`src/rtl/seq_divider.sv`:
```
// Purpose : restoring divider, unsigned DIVIDEND_W / DIVISOR_W -> quotient + remainder, one quotient bit per clock.
// Latency : result valid DIVIDEND_W cycles after the accept edge (1 cycle for a zero divisor); one operation in flight.
// Backpr. : in_ready only in IDLE; result held stable in DONE until out_ready; no same-cycle consume+accept bypass.
//
// Ports:
//   clk, rst               - clock, synchronous active-high reset
//   in_valid/in_ready      - operand handshake (dividend, divisor)
//   out_valid/out_ready    - result handshake (quotient, remainder, div_by_zero)
module seq_divider #(
    parameter int DIVIDEND_W = 34,
    parameter int DIVISOR_W  = 17
) (
    input  logic                  clk,
    input  logic                  rst,
    input  logic                  in_valid,
    output logic                  in_ready,
    input  logic [DIVIDEND_W-1:0] dividend,
    input  logic [DIVISOR_W-1:0]  divisor,
    output logic                  out_valid,
    input  logic                  out_ready,
    output logic [DIVIDEND_W-1:0] quotient,
    output logic [DIVISOR_W-1:0]  remainder,
    output logic                  div_by_zero
);

    typedef enum logic [1:0] {
        IDLE = 2'd0,
        BUSY = 2'd1,
        DONE = 2'd2
    } state_t;

    localparam int CNT_W = $clog2(DIVIDEND_W + 1);
    localparam logic [CNT_W-1:0] LAST_ITER = CNT_W'(DIVIDEND_W - 1);

    state_t                  state;
    logic [DIVIDEND_W-1:0]   dvd;     // dividend bits shift out MSB-first, quotient bits shift in at LSB
    logic [DIVISOR_W-1:0]    dvs;
    logic [DIVISOR_W-1:0]    p;       // partial remainder; always < divisor between steps, so its top bit is never needed
    logic [CNT_W-1:0]        cnt;

    logic [DIVISOR_W:0]      p_shift; // full DIVISOR_W+1 bit working value of the step
    logic                    take;
    logic [DIVISOR_W-1:0]    p_next;

    // One restoring step: shift in the next dividend bit, subtract if it fits.
    always_comb begin
        p_shift = {p, dvd[DIVIDEND_W-1]};
        take    = (p_shift >= {1'b0, dvs});
        p_next  = take ? DIVISOR_W'(p_shift - {1'b0, dvs}) : p_shift[DIVISOR_W-1:0];
    end

    always_ff @(posedge clk) begin
        if (rst) begin
            state       <= IDLE;
            in_ready    <= 1'b1;
            out_valid   <= 1'b0;
            quotient    <= '0;
            remainder   <= '0;
            div_by_zero <= 1'b0;
            cnt         <= '0;
            p           <= '0;
            dvd         <= '0;
            dvs         <= '0;
        end else begin
            case (state)
                IDLE: begin
                    if (in_valid) begin
                        dvd      <= dividend;
                        dvs      <= divisor;
                        cnt      <= '0;
                        p        <= '0;
                        in_ready <= 1'b0;
                        state    <= BUSY;
                    end
                end

                BUSY: begin
                    // A zero divisor still spends one cycle here so its result
                    // appears one edge after acceptance.
                    if (dvs == '0) begin
                        quotient    <= '1;
                        remainder   <= '0;
                        div_by_zero <= 1'b1;
                        out_valid   <= 1'b1;
                        state       <= DONE;
                    end else begin
                        p   <= p_next;
                        dvd <= {dvd[DIVIDEND_W-2:0], take};
                        cnt <= cnt + CNT_W'(1);
                        if (cnt == LAST_ITER) begin
                            quotient    <= {dvd[DIVIDEND_W-2:0], take};
                            remainder   <= p_next;
                            div_by_zero <= 1'b0;
                            out_valid   <= 1'b1;
                            state       <= DONE;
                        end
                    end
                end

                DONE: begin
                    if (out_ready) begin
                        out_valid <= 1'b0;
                        in_ready  <= 1'b1;
                        state     <= IDLE;
                    end
                end

                default: begin
                    out_valid <= 1'b0;
                    in_ready  <= 1'b1;
                    state     <= IDLE;
                end
            endcase
        end
    end

endmodule
```
`config.mk`:
```
export PLATFORM = sky130hd
export DESIGN_NAME = seq_divider
export DESIGN_NICKNAME = d
export VERILOG_FILES = /design/src/rtl/seq_divider.sv
export SDC_FILE = /design/constraint.sdc
export NUM_CORES = 1
export LEC_CHECK = 0
export ABC_AREA = 0
export BUFFER_PORTS_ARGS = -buffer_cell sky130_fd_sc_hd__buf_2
export CAP_MARGIN = 40
export CORE_MARGIN = 3
export CORE_UTILIZATION = 40
export CTS_CLUSTER_DIAMETER = 40
export DETAILED_ROUTE_END_ITERATION = 16
export HOLD_SLACK_MARGIN = 0.05
export PLACE_DENSITY = 0.62
export SLEW_MARGIN = 20
export SYNTH_ARGS = -nofsm -noshare
export SYNTH_HDL_FRONTEND = slang
export SYNTH_SLANG_ARGS = --single-unit
```
`constraint.sdc`:
```
create_clock -name clk -period 2.55 [get_ports clk]
set_input_delay 0.3825 -clock clk [delete_from_list [all_inputs] [get_ports clk]]
set_output_delay 0.3825 -clock clk [all_outputs]
set_load 0.03 [all_outputs]
```
## Word-level counts from Yosys, hierarchy flattened

Cells that the tools add are included.

| word-level totals | value |
|---|---|
| input bits | 55 |
| register bits | 130 |
| output and inout bits | 54 |

| cells by class | value |
|---|---|
| multiplexer cells | 28 |
| $add $sub $neg | 2 |
| order comparisons | 1 |
| bitwise operators | 2 |
| equality and inequality tests | 7 |
| reduce and logical (&&, ||, !) cells | 10 |

Operator list:

| operator | count |
|---|---|
| $mux 34 | 4 |
| $mux 17 | 5 |
| $pmux 34 s2 | 1 |
| $pmux 17 s2 | 1 |
| $ge 18x17->1 | 1 |
| $logic_not 17->1 | 1 |
| $sub 17x17->17 | 1 |
| $mux 6 | 2 |
| $pmux 6 s2 | 1 |
| $reduce_and 3->1 | 4 |
| $mux 2 | 4 |
| $mux 1 | 7 |
| $add 6x1->6 const B | 1 |
| $eq 6x6->1 const B | 1 |
| $ne 2x2->1 const B | 3 |
| $pmux 1 s3 | 2 |
| $pmux 2 s3 | 1 |
| $reduce_and 2->1 | 2 |
| $reduce_bool 2->1 | 2 |
| $ne 3x3->1 const B | 1 |
| $eq 2x1->1 const B | 1 |
| $eq 2x2->1 const B | 1 |
| $logic_not 2->1 | 1 |
| $not 1->1 | 2 |

## Longest topological paths before layout

Gate-level depths: netlist of run 1.

| logic depth | value |
|---|---|
| depth in word-level cells | 4 |
| mapped depth | 11 |

## Worst setup path after synthesis of run 1

OpenSTA, ideal clock, no wires.

| timing path | value |
|---|---|
| path kind | reg2reg |
| from | register dvd[33] |
| to | register p[6] |
| clock period less this slack | 2470 ps |
| path slack | 80 ps |
| arrival time | 2342 ps |
| path buffers | 1 |
| setup time | 129 ps |
| stages on the path, launching flop included | 12 |
| data required time | 2421 ps |
| cells stage by stage | dfxtp_1 inv_1 ha_1 inv_1 fa_1 a21o_1 a221o_1 a211oi_2 o21ai_4 buf_6 mux2i_1 o21ai_0 |

| on the way | value |
|---|---|
| word-level cells in the longest chain between the ends | 4 |

RTL lines:

| element | RTL line | RTL |
|---|---|---|
| from (decl) | 36 | `logic [DIVIDEND_W-1:0] dvd;` |
| from (signal assigned) | 68 | `dvd <= dividend;` |
| from (signal assigned) | 88 | `dvd <= {dvd[DIVIDEND_W-2:0], take};` |
| $sub 17x17->17 / $ge 18x17->1 (equally long branches) | 49, 48 |  |
| $mux 17 (*) | 49 | `p_next = take ? DIVISOR_W'(p_shift - {1'b0, dvs}) : p_shift[DIVISOR_W-1:0];` |
| $mux 17 (*) | 80 | `if (dvs == '0) begin` |
| $pmux 17 s2 (*) | 65 | `case (state)` |
| to (signal assigned) | 87 | `p <= p_next;` |
| to (decl) | 38 | `logic [DIVISOR_W-1:0] p;` |

Every way passes the cells marked *; elsewhere a longest branch is shown, timed or not. The select of a mux whose other input is x is not followed.
A chain may end at the register's enable or synchronous reset.

## Final worst setup path of run 1

| timing path | value |
|---|---|
| from | register dvd[33] |
| to | register p[14] |

Same word-level chain as after synthesis.

==> impl_metrics.env, run 1 <==
export IMPL_crit_fanout=6
export IMPL_area_delta_synth_final_pct=30.7
export IMPL_worst_pin_slew_ns=0.904
export IMPL_synthCells=756
export IMPL_crit_path_end_kind="flip-flop"
export IMPL_antennaDiodeCount=0
export IMPL_fp_dieW_um=129
export IMPL_ctsHtreeMaxLevel=4
export IMPL_synth_seq_cells=130
export IMPL_gp_congestion=0.907
export IMPL_status="finished clean"
export IMPL_finalMaxSlewViolations=0
export IMPL_grt_use_total=0.209
export IMPL_antenna_found_initial=1
export IMPL_fin_util=0.538
export IMPL_cts_tree="built"
export IMPL_worstPathRequired_ns=2.87
export IMPL_grt_overflow=0
export IMPL_first_iter_violations=339
export IMPL_rsz0062_at_grt="true"
export IMPL_insertion_delay_ns=0.42
export IMPL_skew_ns=0.00646
export IMPL_avgSynthCellArea_um2=7.98
export IMPL_avgViaCountPerCell=5.32
export IMPL_synth_compound_area_frac=0.201
export IMPL_setup_viol=0
export IMPL_clock_sinks=130
export IMPL_synth_top_area_share=0.432
export IMPL_layout_drive_gt1_share=0.261
export IMPL_synth_distinct_cells=64
export IMPL_fin_area_um2=7880
export IMPL_fin_crit_ns=2.54
export IMPL_antenna_left=0
export IMPL_synth_common_cells="130 x dfxtp_1, 129 x nand2_1, 105 x nor2_1"
export IMPL_hold_violations=0
export IMPL_whs_path_depth=3
export IMPL_cts_clk_slew_worst_paths_ns=0.06
export IMPL_clockBufferDepth=2
export IMPL_synth_flop_cell="dfxtp_1"
export IMPL_start_util=0.412
export IMPL_synth_xor_xnor_area_share=0.0174
export IMPL_grt_pass1_vias=5644
export IMPL_r2r_end="p[14]$_SDFFE_PP0P_"
export IMPL_synth_enable_flop_cells=0
export IMPL_r2r_start="dvd[33]$_SDFFE_PP0P_"
export IMPL_seq_area_frac_synth=0.432
export IMPL_grt_max_degree=51
export IMPL_crit_type="flip-flop to flip-flop"
export IMPL_synth_nets=831
export IMPL_whs_ns=0.203
export IMPL_die_area_um2=16600
export IMPL_holdCritPathClass="input pin to flip-flop"
export IMPL_maxSlewHeadroom=0.395
export IMPL_core_area_um2=14600
export IMPL_drc=0
export IMPL_min_from="divisor[7]"
export IMPL_synth_adder_area_share=0.0427
export IMPL_ys_warn_count=0
export IMPL_async_flop_share=0
export IMPL_min_period_over_period=0.997
export IMPL_max_cap_violations=0
export IMPL_grt_pass1_wl_um=27700
export IMPL_placed_area_um2=7080
export IMPL_place_hpwl_um=12000
export IMPL_detail_route_wl_per_cell_um=15.7
export IMPL_num_rows=44
export IMPL_yosysTopAreaCell="dfxtp_1"
export IMPL_worstPathArrival_ns=2.86
export IMPL_synth_area_mux_share=0.0218
export IMPL_dr_total_vias=5841
export IMPL_regToRegSetupSlack_ns=0.009
export IMPL_io_pins=109
export IMPL_p_per_area_nw_per_um2=1150
export IMPL_drtPass1Iterations=6
export IMPL_vdd_ir_drop_max_mv=0.531
export IMPL_die_h_um=129
export IMPL_start_kind="flip-flop"
export IMPL_numPortBuffers=108
export IMPL_yosys_area_share_simple=0.233
export IMPL_r2r_cells=12
export IMPL_finalNetCount=975
export IMPL_cts_buffers=17
export IMPL_synth_top_family_by_area="simple AND/OR/NAND/NOR gates"
export IMPL_hold_path_end="dvs[7]$_SDFFE_PP0P_"
export IMPL_totalWireLength_um=17200
export IMPL_yosysMostFrequentCell="dfxtp_1"
export IMPL_syn_area_um2=6030
export IMPL_ctsRootBufferMaster="clkbuf_16"
export IMPL_p_leak_nw=3.39
export IMPL_timing_fmax_mhz=394
export IMPL_synth_area_leaders="dfxtp_1 43%, nand2_1 8.0%, nor2_1 6.5%"
[cells by family after synthesis]
| logic type | Yosys count |
|---|---|
| AOI/OAI and AO/OA | 181 |
| xor gates and xnor gates | 12 |
| adders and majority gates | 20 |
| buffers and inverters | 76 |
| DFF | 130 |
| muxes | 13 |
| and+or+nand+nor | 324 |
[metrics by stage]
step	setup TNS (ns)	power (mW)	instances	setup WS, ns
final	0	9.08	1097	0.00871
after global routing	-0.426	9.54	1097	-0.0746
after CTS	-0.0953	8.80	1095	-0.0392
after detailed placement	-0.662	5.88	1058	-0.116
after global placement	-0.209	5.86	1057	-0.0760
after floorplan	0	4.71	756	0.0797
[how the worst max path moves through the flow]
stage	from	to	cells after the start	slack, ns
after CTS	dvd[33]$_SDFFE_PP0P_	p[7]$_SDFFE_PP0P_	11	-0.04
after global placement	dvd[33]$_SDFFE_PP0P_	remainder[12]$_SDFFE_PP0P_	11	-0.08
after floorplan	dvd[33]$_SDFFE_PP0P_	p[6]$_SDFFE_PP0P_	11	0.08
final	dvd[33]$_SDFFE_PP0P_	p[14]$_SDFFE_PP0P_	12	0.009
after detailed placement	dvd[33]$_SDFFE_PP0P_	p[12]$_SDFFE_PP0P_	11	-0.12
after global routing	dvd[33]$_SDFFE_PP0P_	p[14]$_SDFFE_PP0P_	12	-0.07
[area by class of cell]
type | count | area, µm²
multi-input cells | 551 | 3260
well taps | 184 | 230
flip-flops and latches | 130 | 2610
inverters | 27 | 101
clock buffers | 22 | 494
fillers | 1419 | 6760
clock inverters | 10 | 97.6
repair buffers | 173 | 1090
[flip-flops by register name, summed over array words and instances, names as in the netlist]
signal,cells
dvd,34
cnt,6
in_ready,1
out_valid,1
dvs,17
quotient,34
p,17
state,2
remainder,17
div_by_zero,1
[routing by layer]
layer	routed length [µm]	track usage
met1	7660	0.267
met5	11	0
met2	8250	0.339
met4	293	0.0692
met3	996	0.0602
[power breakdown]
| group | leakage, nW | internal (mW) | switching, mW |
|---|---|---|---|
| Sequential | 1.06 | 2.23 | 0.167 |
| Clock | 0.286 | 1.48 | 0.926 |
| Combinational | 2.05 | 1.99 | 2.29 |
| Total | 3.39 | 5.70 | 3.38 |
[what timing repair did]
action	4_1_cts	5_1_grt
resized for setup	22	16
gates cloned	2	0
setup endpoints to repair	30	36
hold buffers	0	0
pin swaps	10	12
buffers inserted	3	2
[critical path: stages, from the launching register on]
cell and delay, ns:
dfxtp_2 0.32, inv_2 0.06, ha_4 0.13, inv_2 0.03, fa_2 0.34, a21o_1 0.20, a221o_1 0.37, a211oi_4 0.27
buf_4 0.16, o21a_4 0.20, buf_12 0.13, a32oi_2 0.10, o31ai_1 0.12
[layout by cell type (no fill, tap or decap), drive strengths merged, types with 5 or more instances in the layout]
cell and instances:
xnor2 8, a21oi 59, dfxtp 130, a22oi 12, a32oi 10, buf 173
nor2 106, nor3 46, nand3 9, inv 30, o21ai 40, nand4 5
a311oi 23, nand2 129, mux2i 12, nand2b 6, a211oi 5, clkbuf 22
ha 19
Power figures use the tool's default switching activity.
==> run 2, diff against run 1 <==
HOLD_SLACK_MARGIN = 0.15   (was 0.05)
PLACE_DENSITY = 0.61   (was 0.62)
clock period = 3.2 ns   (was 2.55 ns; I/O delays follow)
==> run 2 against run 1 <==
  * Final cell count shrank 4.8%
  * Power down 32%
  * Maximum frequency down 9.4%
  * First-iteration DRC count grew 16%
  * Clock power is 19% lower
  * Global-route usage fell by 0.70 points
  * Sequential power decreased by 20%
  * Count of clock-buffer cells in the layout down 2
  * Clock skew rose by 0.0028 ns
  * Critical path type unchanged
  * Largest power group unchanged
==> impl_metrics.env, run 2 (synthesis gave the netlist of run 1 again) <==
export IMPL_ctsHoldBuffers=0
export IMPL_ctsRootBufferMaster="clkbuf_16"
export IMPL_avgViaCountPerCell=5.30
export IMPL_cts_clk_slew_worst_paths_ns=0.06
export IMPL_antenna_found_initial=1
export IMPL_fp_dieW_um=129
export IMPL_area_delta_synth_final_pct=21.3
export IMPL_fin_util=0.499
export IMPL_critical_path_slowest_cell="fa_1"
export IMPL_cts_setup_buffers=0
export IMPL_cts_buffers=17
export IMPL_totalWireLength_um=16200
export IMPL_gp_congestion=0.852
export IMPL_skew_ns=0.00927
export IMPL_io_pins=109
export IMPL_holdCritPathClass="input pin to flip-flop"
export IMPL_grt_pass1_wl_um=26700
export IMPL_p_per_area_nw_per_um2=839
export IMPL_final_cell_mix="130 x dfxtp_1, 129 x nand2_1, 107 x buf_2, 104 x nor2_1, 56 x a21oi_1"
export IMPL_setup_ws_ns=0.395
export IMPL_cts_tree="built"
export IMPL_crit_fanout=14
export IMPL_biggestRegsByFlops="dvd x34, quotient x34"
export IMPL_crit_chain="inv_1 -> ha_1 -> inv_1 -> fa_1 -> a21o_1 -> a221o_1 -> a211oi_2 -> o21a_2 -> o31ai_1 -> a22o_1"
export IMPL_max_cap_violations=0
export IMPL_grt_use_total=0.202
export IMPL_finalNetCount=922
export IMPL_p_leak_nw=3.10
export IMPL_cpMostUsedCell="inv_1"
export IMPL_grt_overflow=0
export IMPL_critical_path_max_stage_delay_ns=0.39
export IMPL_first_iter_violations=393
export IMPL_maxSlewHeadroom=0.460
export IMPL_path_buf_inv=2
export IMPL_cts_resized=0
export IMPL_drtPass1Iterations=5
export IMPL_antenna_left=0
export IMPL_worstPathArrival_ns=3.11
export IMPL_core_area_um2=14600
export IMPL_critical_path_top_delay_family="compound AO/OA/AOI/OAI gates"
export IMPL_grt_pass1_vias=5207
export IMPL_setup_viol=0
export IMPL_start_util=0.412
export IMPL_num_rows=44
export IMPL_place_hpwl_um=11200
export IMPL_timing_fmax_mhz=357
export IMPL_clockBufferDepth=2
export IMPL_place_ws_ns=0.436
export IMPL_clock_sinks=130
export IMPL_status="finished clean"
export IMPL_insertion_delay_ns=0.42
export IMPL_die_h_um=129
export IMPL_detail_route_wl_per_cell_um=15.5
export IMPL_crit_path_end_kind="flip-flop"
export IMPL_hold_violations=0
export IMPL_vdd_ir_drop_max_mv=0.467
export IMPL_drc=0
export IMPL_finalMaxSlewViolations=0
export IMPL_fin_crit_ns=2.80
export IMPL_die_area_um2=16600
export IMPL_crit_type="flip-flop to flip-flop"
export IMPL_worst_pin_slew_ns=0.807
export IMPL_layout_drive_gt1_share=0.195
export IMPL_rsz0062_at_grt="false"
export IMPL_final_common_cell="dfxtp_1"
export IMPL_grt_max_degree=64
export IMPL_finalSetupTns_ns=0
export IMPL_numPortBuffers=108
export IMPL_placed_area_um2=6720
export IMPL_dr_total_vias=5532
export IMPL_min_period_over_period=0.876
export IMPL_fin_area_um2=7310
export IMPL_antennaDiodeCount=0
export IMPL_start_kind="flip-flop"
export IMPL_ctsHtreeMaxLevel=4
export IMPL_worstPathRequired_ns=3.51
-- run 2: worst reg2reg max path, delay by kind of cell (launching register included) --
kind	cells	cell delay [ns]
compound gates	6	1.72
fa+ha+maj	2	0.56
flops	1	0.31
buf+inv	2	0.12
-- run 2: final cells by class --
| class | instances | area (µm²) |
|---|---|---|
| Clock buffer | 20 | 467 |
| Clock inverter | 12 | 129 |
| Fill cell | 1454 | 7330 |
| Inverter | 27 | 101 |
| Multi-Input combinational cell | 550 | 3130 |
| Sequential cell | 130 | 2600 |
| Tap cell | 184 | 230 |
| Timing Repair Buffer | 121 | 657 |
-- run 2: metal layers --
metal,wire length (µm),track usage,share of wire,up-vias
li1,-,-,-,2839
met1,7510,0.269,0.46,2533
met2,7480,0.315,0.46,140
met3,976,0.0577,0.060,18
met4,241,0.0679,0.015,2
met5,13,0,0.00080,-
-- run 2: metrics by stage --
stage / hold WS, ns / power (mW) / cells
after floorplan: 0.449 / 3.76 / 756
after global placement: 0.438 / 4.19 / 1011
after detailed placement: 0.441 / 4.21 / 1012
after CTS: 0.284 / 6.16 / 1044
after global routing: 0.299 / 6.52 / 1044
final: 0.296 / 6.14 / 1044
-- run 2: where the power goes --
| part | internal (mW) | switching (mW) |
|---|---|---|
| Sequential | 1.78 | 0.138 |
| Combinational | 0.874 | 1.41 |
| Clock | 1.21 | 0.735 |
-- run 2: final timing paths --
| kind | to | start | depth (start not counted) | slack [ns] |
|---|---|---|---|---|
| hold / removal | dvs[8]$_SDFFE_PP0P_ | divisor[8] | 3 | 0.30 |
| setup reg to reg | p[9]$_SDFFE_PP0P_ | dvd[33]$_SDFFE_PP0P_ | 10 | 0.40 |
| setup / recovery | p[9]$_SDFFE_PP0P_ | dvd[33]$_SDFFE_PP0P_ | 10 | 0.40 |
| hold reg to reg | remainder[8]$_SDFFE_PP0P_ | remainder[8]$_SDFFE_PP0P_ | 2 | 0.44 |
